`config.mk`:
```
export PLATFORM = sky130hd
export DESIGN_NAME = wb_stage_hs
export DESIGN_NICKNAME = d
export VERILOG_FILES = /design/src/rtl/cpu_defs_pkg.sv /design/src/rtl/wb_decode.sv /design/src/rtl/wb_stage_hs.sv
export SDC_FILE = /design/constraint.sdc
export NUM_CORES = 1
export LEC_CHECK = 0
export CORE_MARGIN = 5
export CORE_UTILIZATION = 40
export CTS_BUF_LIST = sky130_fd_sc_hd__clkbuf_8 sky130_fd_sc_hd__clkbuf_16
export DETAILED_ROUTE_END_ITERATION = 8
export HOLD_SLACK_MARGIN = 0.05
export MAX_ROUTING_LAYER = met4
export PLACE_DENSITY = 0.82
export SETUP_SLACK_MARGIN = 0.5
export SYNTH_ARGS = -nofsm -noshare
export SYNTH_HDL_FRONTEND = slang
export SYNTH_SLANG_ARGS = --single-unit
```
`constraint.sdc`:
```
create_clock -name clk -period 2.1 [get_ports clk]
set_input_delay 0.21 -clock clk [delete_from_list [all_inputs] [get_ports clk]]
set_output_delay 0.21 -clock clk [all_outputs]
set_load 0.01 [all_outputs]
```
`src/rtl/cpu_defs_pkg.sv`:
```
// Shared write-back definitions: target encodings, bus width helper and stage states.
package cpu_defs_pkg;

    localparam logic [2:0] AIM_GPR  = 3'd0;
    localparam logic [2:0] AIM_LO   = 3'd1;
    localparam logic [2:0] AIM_HI   = 3'd2;
    localparam logic [2:0] AIM_CP0  = 3'd3;
    localparam logic [2:0] AIM_HILO = 3'd4;

    // {en, aim[2:0], rd, sel, data_hi, data_lo}
    function automatic int unsigned wb_bus_w(input int unsigned dw, input int unsigned rw,
                                             input int unsigned sw);
        return 4 + rw + sw + 2 * dw;
    endfunction

    typedef enum logic [1:0] {
        EMPTY = 2'd0,
        FULL  = 2'd1,
        HI2   = 2'd2
    } wb_state_t;

endpackage

```
`src/rtl/wb_decode.sv`:
```
// Write-target decoder: aim -> one-hot write enables, gated by the beat's en bit.
module wb_decode
    import cpu_defs_pkg::*;
(
    input  logic       en,
    input  logic [2:0] aim,
    output logic       reg_en_c,
    output logic       lo_en_c,
    output logic       hi_en_c,
    output logic       cp0_en_c,
    output logic       illegal_c
);

    always_comb begin
        reg_en_c  = 1'b0;
        lo_en_c   = 1'b0;
        hi_en_c   = 1'b0;
        cp0_en_c  = 1'b0;
        illegal_c = 1'b0;
        if (en) begin
            case (aim)
                AIM_GPR:  reg_en_c = 1'b1;
                AIM_LO:   lo_en_c  = 1'b1;
                AIM_HI:   hi_en_c  = 1'b1;
                AIM_CP0:  cp0_en_c = 1'b1;
                AIM_HILO: begin
                    lo_en_c = 1'b1;
                    hi_en_c = 1'b1;
                end
                default:  illegal_c = 1'b1;
            endcase
        end
    end

endmodule

```
`src/rtl/wb_stage_hs.sv`:
```
// One-entry registered write-back stage: holds a MEM beat and drives GPR/LO/HI/CP0 write ports.
module wb_stage_hs
    import cpu_defs_pkg::*;
#(
    parameter int unsigned DW         = 32,
    parameter int unsigned RW         = 5,
    parameter int unsigned SW         = 3,
    parameter int unsigned SPLIT_HILO = 0,
    parameter int unsigned CW         = 32
) (
    input  logic                              clk,
    input  logic                              rst_n,
    input  logic                              in_valid,
    output logic                              in_ready,
    input  logic [wb_bus_w(DW, RW, SW)-1:0]   in_bus,
    input  logic                              flush,
    output logic                              reg_en,
    output logic                              lo_en,
    output logic                              hi_en,
    output logic                              cp0_en,
    output logic [RW-1:0]                     rd,
    output logic [SW-1:0]                     sel,
    output logic [DW-1:0]                     w_data,
    output logic [DW-1:0]                     w_data_hi,
    output logic                              byp_valid,
    output logic [CW-1:0]                     retire_cnt,
    output logic                              err_illegal
);

    localparam int unsigned BW = wb_bus_w(DW, RW, SW);

    wb_state_t     state_q, state_d;
    logic [BW-1:0] bus_q, bus_d;
    logic          split_q, split_d;
    logic          in_ready_q, in_ready_d;
    logic          reg_en_q, reg_en_d, lo_en_q, lo_en_d, hi_en_q, hi_en_d, cp0_en_q, cp0_en_d;
    logic [RW-1:0] rd_q, rd_d;
    logic [SW-1:0] sel_q, sel_d;
    logic [DW-1:0] w_data_q, w_data_d, w_data_hi_q, w_data_hi_d;
    logic          byp_valid_q, byp_valid_d;
    logic [CW-1:0] retire_cnt_q, retire_cnt_d;
    logic          err_q, err_d;

    logic          accept_c, retire_c;
    logic          dec_reg_c, dec_lo_c, dec_hi_c, dec_cp0_c, dec_illegal_c, dec_any_c;

    assign accept_c = in_valid & in_ready_q & ~flush;

    // Write ports for the cycle after this edge are decoded from the beat held next.
    wb_decode u_decode (
        .en        (bus_d[BW-1]),
        .aim       (bus_d[BW-2 -: 3]),
        .reg_en_c  (dec_reg_c),
        .lo_en_c   (dec_lo_c),
        .hi_en_c   (dec_hi_c),
        .cp0_en_c  (dec_cp0_c),
        .illegal_c (dec_illegal_c)
    );

    assign dec_any_c = dec_reg_c | dec_lo_c | dec_hi_c | dec_cp0_c;

    always_comb begin
        state_d      = state_q;
        bus_d        = bus_q;
        split_d      = 1'b0;
        retire_c     = 1'b0;
        reg_en_d     = 1'b0;
        lo_en_d      = 1'b0;
        hi_en_d      = 1'b0;
        cp0_en_d     = 1'b0;
        rd_d         = '0;
        sel_d        = '0;
        w_data_d     = '0;
        w_data_hi_d  = '0;
        retire_cnt_d = retire_cnt_q;
        err_d        = err_q;

        if (accept_c) begin
            bus_d = in_bus;
        end

        case (state_q)
            EMPTY: state_d = accept_c ? FULL : EMPTY;
            FULL: begin
                if (split_q) begin
                    state_d = HI2;
                end else begin
                    retire_c = 1'b1;
                    state_d  = accept_c ? FULL : EMPTY;
                end
            end
            HI2: begin
                retire_c = 1'b1;
                state_d  = accept_c ? FULL : EMPTY;
            end
            default: state_d = EMPTY;
        endcase

        if (retire_c) begin
            retire_cnt_d = retire_cnt_q + CW'(1);
        end

        // Next-cycle write ports; rd/sel/data stay zero whenever nothing is written.
        case (state_d)
            FULL: begin
                if ((SPLIT_HILO != 0) && dec_lo_c && dec_hi_c) begin
                    split_d  = 1'b1;
                    lo_en_d  = 1'b1;
                    rd_d     = bus_d[2*DW+SW +: RW];
                    sel_d    = bus_d[2*DW +: SW];
                    w_data_d = bus_d[0 +: DW];
                end else begin
                    reg_en_d = dec_reg_c;
                    lo_en_d  = dec_lo_c;
                    hi_en_d  = dec_hi_c;
                    cp0_en_d = dec_cp0_c;
                    if (dec_any_c) begin
                        rd_d     = bus_d[2*DW+SW +: RW];
                        sel_d    = bus_d[2*DW +: SW];
                        w_data_d = bus_d[0 +: DW];
                    end
                    if (dec_lo_c && dec_hi_c) begin
                        w_data_hi_d = bus_d[DW +: DW];
                    end
                end
                if (dec_illegal_c) begin
                    err_d = 1'b1;
                end
            end
            HI2: begin
                hi_en_d  = 1'b1;
                rd_d     = bus_d[2*DW+SW +: RW];
                sel_d    = bus_d[2*DW +: SW];
                w_data_d = bus_d[DW +: DW];
            end
            default: ;
        endcase

        in_ready_d  = ~split_d;
        byp_valid_d = reg_en_d;
    end

    always_ff @(posedge clk or negedge rst_n) begin
        if (!rst_n) begin
            state_q      <= EMPTY;
            bus_q        <= '0;
            split_q      <= 1'b0;
            in_ready_q   <= 1'b0;
            reg_en_q     <= 1'b0;
            lo_en_q      <= 1'b0;
            hi_en_q      <= 1'b0;
            cp0_en_q     <= 1'b0;
            rd_q         <= '0;
            sel_q        <= '0;
            w_data_q     <= '0;
            w_data_hi_q  <= '0;
            byp_valid_q  <= 1'b0;
            retire_cnt_q <= '0;
            err_q        <= 1'b0;
        end else begin
            state_q      <= state_d;
            bus_q        <= bus_d;
            split_q      <= split_d;
            in_ready_q   <= in_ready_d;
            reg_en_q     <= reg_en_d;
            lo_en_q      <= lo_en_d;
            hi_en_q      <= hi_en_d;
            cp0_en_q     <= cp0_en_d;
            rd_q         <= rd_d;
            sel_q        <= sel_d;
            w_data_q     <= w_data_d;
            w_data_hi_q  <= w_data_hi_d;
            byp_valid_q  <= byp_valid_d;
            retire_cnt_q <= retire_cnt_d;
            err_q        <= err_d;
        end
    end

    assign in_ready    = in_ready_q;
    assign reg_en      = reg_en_q;
    assign lo_en       = lo_en_q;
    assign hi_en       = hi_en_q;
    assign cp0_en      = cp0_en_q;
    assign rd          = rd_q;
    assign sel         = sel_q;
    assign w_data      = w_data_q;
    assign w_data_hi   = w_data_hi_q;
    assign byp_valid   = byp_valid_q;
    assign retire_cnt  = retire_cnt_q;
    assign err_illegal = err_q;

endmodule

```
# Yosys cells after proc, flatten, opt, wreduce, memory -nomap -nowiden
# Cells that the tools add are included.
[totals]
regBits = 188
latchBits = 0
ram_bits = 0
romBits = 0
inputBits = 80
output_inout_bits = 111
wordCells = 63
n_memories = 0
[classes]
n_addsub = 1
multipliers = 0
div = 0
magnitude_cmp = 0
eq_ne = 8
n_shift = 0
n_mux = 26
n_bitwise = 6
n_reduce_logical = 9
[ops]
columns = ["cell", "count"]
rows = [
  ["$mux W32", 3],
  ["$mux W76", 1],
  ["$pmux W32 S2", 1],
  ["$add A32 B1 Y32 const B", 1],
  ["$mux W1", 16],
  ["$pmux W5 S2", 1],
  ["$eq A3 B2 Y1 const B", 2],
  ["$pmux W3 S2", 1],
  ["$reduce_or A2 Y1", 3],
  ["$mux W5", 1],
  ["$reduce_or A5 Y1", 1],
  ["$eq A2 B1 Y1 const B", 2],
  ["$eq A2 B2 Y1 const B", 2],
  ["$eq A3 B1 Y1 const B", 1],
  ["$eq A3 B3 Y1 const B", 1],
  ["$logic_not A3 Y1", 1],
  ["$mux W3", 1],
  ["$or A1 B1 Y1", 3],
  ["$reduce_or A3 Y1", 1],
  ["$and A1 B1 Y1", 2],
  ["$logic_not A2 Y1", 1],
  ["$pmux W1 S2", 1],
  ["$reduce_and A2 Y1", 1],
  ["$logic_and A1 B1 Y1", 1],
  ["$not A1 Y1", 1],
]

# Logic depth before layout (Yosys ltp)
[depth]
ltp_word = 12
depth_mapped = 6
ltp_nobuf = 5

# By module
# A second synthesis with hierarchy kept.
[unflattened]
cells_unflattened = 311
hier_area_um2 = 4237.8
[modules_own_cells]
columns = ["module", "n_inst", "cells_per_inst", "area_each_um2", "seq_area_each_um2"]
rows = [
  ["wb_stage_hs", 1, 304, 4175.3, 2877.8],
  ["wb_decode", 1, 7, 62.6, 0.0],
]

# Worst setup path after synthesis
# OpenSTA, ideal clock, no wires.
[synth_path]
kind = "register to register"
startpoint = "register retire_cnt_q[0], in the netlist retire_cnt[0]"
endpoint = "register retire_cnt_q[22], in the netlist retire_cnt[22]"
setup_time_ps = 126
arrival_ps = 1578
required_ps = 1974
path_slack_ps = 395
path_stages_with_launch = 6
path_buffers = 0
period_less_slack_ps = 1705
path_cell_list = "dfrtp_1 -> ha_1 -> nand4_1 -> nor4_4 -> nand4_1 -> xnor2_1"
[synth_via]
elab_chain_len = 1
[synth_lines]
columns = ["item", "line_no", "source"]
rows = [
  ["from (decl)", "wb_stage_hs.sv:41", "logic [CW-1:0] retire_cnt_q, retire_cnt_d;"],
  ["from (signal assigned)", "wb_stage_hs.sv:174", "retire_cnt_q <= retire_cnt_d;"],
  ["$add A32 B1 Y32", "wb_stage_hs.sv:100", "retire_cnt_d = retire_cnt_q + CW'(1);"],
]
# No other way between the ends.
# A chain may end at the register's enable or synchronous reset.

# Final worst setup path
[layout_path]
startpoint = "register in_ready_q, in the netlist in_ready"
endpoint = "register w_data_hi_q[9], in the netlist w_data_hi[9]"
[layout_via]
elab_chain_len = 10
elab_cells_between_ends = 18
classes_between = "eq/ne (4); mux (9); bitwise (2); reduce/logical (3)"
[layout_lines]
columns = ["item", "line_no", "source"]
rows = [
  ["from (decl)", "wb_stage_hs.sv:35", "logic in_ready_q, in_ready_d;"],
  ["from (signal assigned)", "wb_stage_hs.sv:164", "in_ready_q <= in_ready_d;"],
  ["$and A1 B1 Y1 (*) (2 in series)", "wb_stage_hs.sv:47", "assign accept_c = in_valid & in_ready_q & ~flush;"],
  ["$mux W76 (*)", "wb_stage_hs.sv:78", "if (accept_c) begin"],
  ["via bus_d[73]", "wb_stage_hs.sv:33", "logic [BW-1:0] bus_q, bus_d;"],
  ["$eq A3 B1 Y1, or another cell as far along", "wb_decode.sv:21", "case (aim)"],
  ["$reduce_or A2 Y1 (no line)", "-", ""],
  ["$mux W1", "wb_decode.sv:21", ""],
  ["$mux W1", "wb_decode.sv:20", "if (en) begin"],
  ["$logic_and A1 B1 Y1 (*)", "wb_stage_hs.sv:122", "if (dec_lo_c && dec_hi_c) begin"],
  ["$mux W32 (*)", "wb_stage_hs.sv:122", ""],
  ["$mux W32 (*)", "wb_stage_hs.sv:104", "case (state_d)"],
  ["via w_data_hi_d[9]", "wb_stage_hs.sv:39", "logic [DW-1:0] w_data_q, w_data_d, w_data_hi_q, w_data_hi_d;"],
  ["to (signal assigned)", "wb_stage_hs.sv:172", "w_data_hi_q <= w_data_hi_d;"],
  ["to (decl)", "wb_stage_hs.sv:39", ""],
]
# Mark *: on every way through the listed nets, which the timed path passes. The rest lies on a longest branch.

==> metrics.md <==
| Metric | Value |
|---|---|
| Status | `complete, no violations` |
| Avg Inst Size Synth | `approximately 14 um2` |
| CTS root buf | `clkbuf_8` |
| Residual DRC | `0` |
| Routed WL | `12600 um` |
| Slew Limit Fails | `0` |
| DP Wirelength | `roughly 8000 um` |
| Vias in the first global route | `3579` |
| DR iter-0 viols | `168` |
| Vias after detailed routing | `around 3400` |
| Post-route ant nets | `0` |
| Max-Cap Viols | `0` |
| Grt met3 use | `6.74%` |
| CTS tree | `done` |
| # diodes | `0` |
| GRT Util Overall | `18.7%` |
| Clock skew | `9.11 ps` |
| Synth Flop Type | `dfrtp_1` |
| Mapped Area | `4240 um2` |
| Met1 Use GR | `slightly above 20%` |
| Critical Path End Type | `flop` |
| Final hold viol count | `0` |
| Worst setup path start | `in_ready$_DFF_PN0_` |
| Synthesized flop and latch total | `115` |
| Clock Latency Late Sink | `480 ps` |
| Startpoint type of the worst setup path | `flop` |
| Area Growth Syn to Fin | `77.1%` |
| Vias per Instance | `4.81` |
| Fmax | `0.586 GHz` |
| # rows | `37` |
| CTS buffer count | `17` |
| Initial Util | `approximately 41%` |
| Sequential area share after synthesis | `about two thirds` |
| Die Height | `113 um` |
| H-Tree Depth | `4` |
| Post-synth ARST share | `100%` |
| Leakage Power | `0.00468 uW` |
| Core area | `a little over 10000 um2` |
| Cells after Synth | `313` |
| Critical Path RT | `between 2000 and 3000 ps` |
| Final min period | `between 1500 and 2000 ps` |
| PwrDens | `between 700 and 800 nW/um2` |
| HP Class | `in2async` |
| Largest net degree at the start of global routing | `63` |
| FF-to-FF Start | `in_ready$_DFF_PN0_` |
| Synth cell types | `33` |
| Tot Pwr | `5490 uW` |
| RSZ-0062 raised after global routing | `yes` |
| Setup violations, final | `0` |
| Die Wd | `113 um` |
| Initial antenna violation count | `0` |
| Share of cells above drive strength 1 | `roughly a quarter` |
| First drt pass iteration count | `4` |
| R2R depth | `5` |
| Nets | `630` |
| Worst-path fanout max | `32` |
| Overflow after GRT | `0` |
| Ports | `191` |
| GR Util met2 | `31.3%` |
| VDD IR max | `477 uV` |
| Clk buf depth | `2` |
| Crit share post-route | `81.3%` |
| First-pass GRT wire length | `~18000 um` |
| Wire per inst | `between 15 and 20 um` |
| Port Buf Inserts | `190` |
| CTS sink cnt | `around 120` |
| Post-Route Setup TNS | `0 ps` |
| Worst-path clk slew | `approximately 60 ps` |
| Crit path DAT | `2120 ps` |
| Crit path kind | `reg2reg` |
| Global placement routability congestion | `~0.8` |
| EDFF count, synth | `0` |
| Ys Warns | `0` |
| GR peak layer | `met2` |
| Die Area | `roughly 13000 um2` |
| Net count after synthesis | `roughly 400` |
placed cells by master, fill, tap and decap left out, types with 2 or more instances in the layout:
| master | netlist | routed |
|---|---|---|
| xnor2_1 | 25 | 25 |
| and3_1 | 38 | 37 |
| nand2b_1 | 2 | 2 |
| dlymetal6s2s_1 | 0 | 54 |
| buf_6 | 3 | 3 |
| dfrtp_2 | 0 | 5 |
| clkinvlp_4 | 0 | 3 |
| xor2_1 | 6 | 5 |
| dlygate4sd2_1 | 0 | 45 |
| and4_1 | 3 | 3 |
| a21boi_0 | 2 | 2 |
| buf_12 | 0 | 4 |
| nand2_2 | 0 | 3 |
| nor4_4 | 2 | 6 |
| clkbuf_16 | 0 | 20 |
| dfrtp_1 | 115 | 110 |
| buf_8 | 0 | 3 |
| clkbuf_8 | 0 | 2 |
| mux2_2 | 2 | 2 |
| clkdlybuf4s50_1 | 0 | 90 |
| nand3_2 | 0 | 6 |
| inv_2 | 1 | 2 |
| nand3_1 | 16 | 9 |
| nand2_1 | 13 | 10 |
| nor3_1 | 5 | 4 |
| clkinv_2 | 0 | 7 |
| and2_4 | 0 | 33 |
| nand4_1 | 10 | 10 |
| and2_1 | 40 | 7 |
| buf_4 | 1 | 27 |
| inv_1 | 2 | 2 |
worst paths after layout:
check,endpoint,slack [ps]
min in group clk,rd[2]$_DFF_PN0_,280
worst min register to register,err_illegal$_DFFE_PN0P_,460
worst max register to register,w_data_hi[9]$_DFF_PN0_,390
worst max-delay path,w_data_hi[9]$_DFF_PN0_,390
max in group asynchronous,w_data[5]$_DFF_PN0_,1190
worst min-delay path,w_data_hi[19]$_DFF_PN0_,180
cell usage after synthesis, drive strengths merged, types with 3 or more instances:
cell	n	area, um2
inv	3	11.3
and2	40	250
and3	38	238
and4	3	26.3
nor4	7	86.3
nand4	10	62.6
mux2	3	37.5
dfrtp	115	2880
buf	5	46.3
nand2	13	48.8
nor3	5	25.0
xor2	6	52.6
xnor2	25	219
nand3	16	80.1
clkbuf	9	33.8
final cells by class:
class,instances,area [um2]
Timing Repair Buffer,231,2440
Inverter,3,11.3
Clock inverter,12,70.1
Sequential cell,115,2880
Multi-Input combinational cell,181,1510
Tap cell,136,170
Fill cell,662,2810
Clock buffer,18,428
stage by stage:
| step | setup WS [ps] | instances | hold slack, ps | util (%) | instance area [um2] |
|---|---|---|---|---|---|
| after floorplan | 450 | 313 | -85.6 | - | 4260 |
| after global placement | 127 | 631 | 117 | 61.2 | 6320 |
| after detailed placement | 53.8 | 631 | 131 | 61.2 | 6320 |
| after CTS | 390 | 682 | 168 | 67.6 | 6980 |
| after global routing | 336 | 696 | 205 | 72.8 | 7510 |
| final | 392 | 696 | 183 | 72.8 | 7510 |
where the power goes:
part	internal (uW)	switching [uW]	total, uW	leakage (uW)
registers	2300	66.9	2370	0.00157
logic	419	298	718	0.00285
clock network	1440	958	2400	0.000249
total	4160	1320	5490	0.00468
metal layers:
| layer | vias to the layer above | routed length, um |
|---|---|---|
| met5 | - | 0 |
| met3 | 12 | 836 |
| met1 | 1685 | 4740 |
| met4 | 0 | 174 |
| li1 | 1532 | - |
| met2 | 122 | 6800 |
flip-flops by register name (all words and copies together), names as in the netlist, 3 cells and up:
name,flops
bus_q,4
w_data,32
rd,5
w_data_hi,32
retire_cnt,32
sel,3
cell families (layout without fill, tap and decap cells):
logic type,Yosys count,count (layout),synth area share (%)
muxes,4,4,1.21
DFF,115,115,67.8
buffers and inverters,17,264,2.15
and+or+nand+nor,139,139,20.6
adders and majority gates,1,1,0.295
other,1,1,0.0884
AOI/OAI and AO/OA,5,5,1.45
xor gates and xnor gates,31,31,6.40
critical path, cell delays in order (launching register included):
cell       delay [ps]
dfrtp_1           400
nand3b_4          150
mux2_4            360
a2111oi_4         340
buf_12            210
and3_1            180
repair_timing:
item / in CTS / in global routing
pin swaps: 3 / 37
buffers inserted: 20 / 8
cloned: 0 / 6
setup endpoints to repair: 142 / 148
endpoints found under the hold margin: 83 / 0
gates resized for setup: 61 / 111
hold buffers: 1 / 0
No activity file was read; power rests on OpenSTA's default activity.
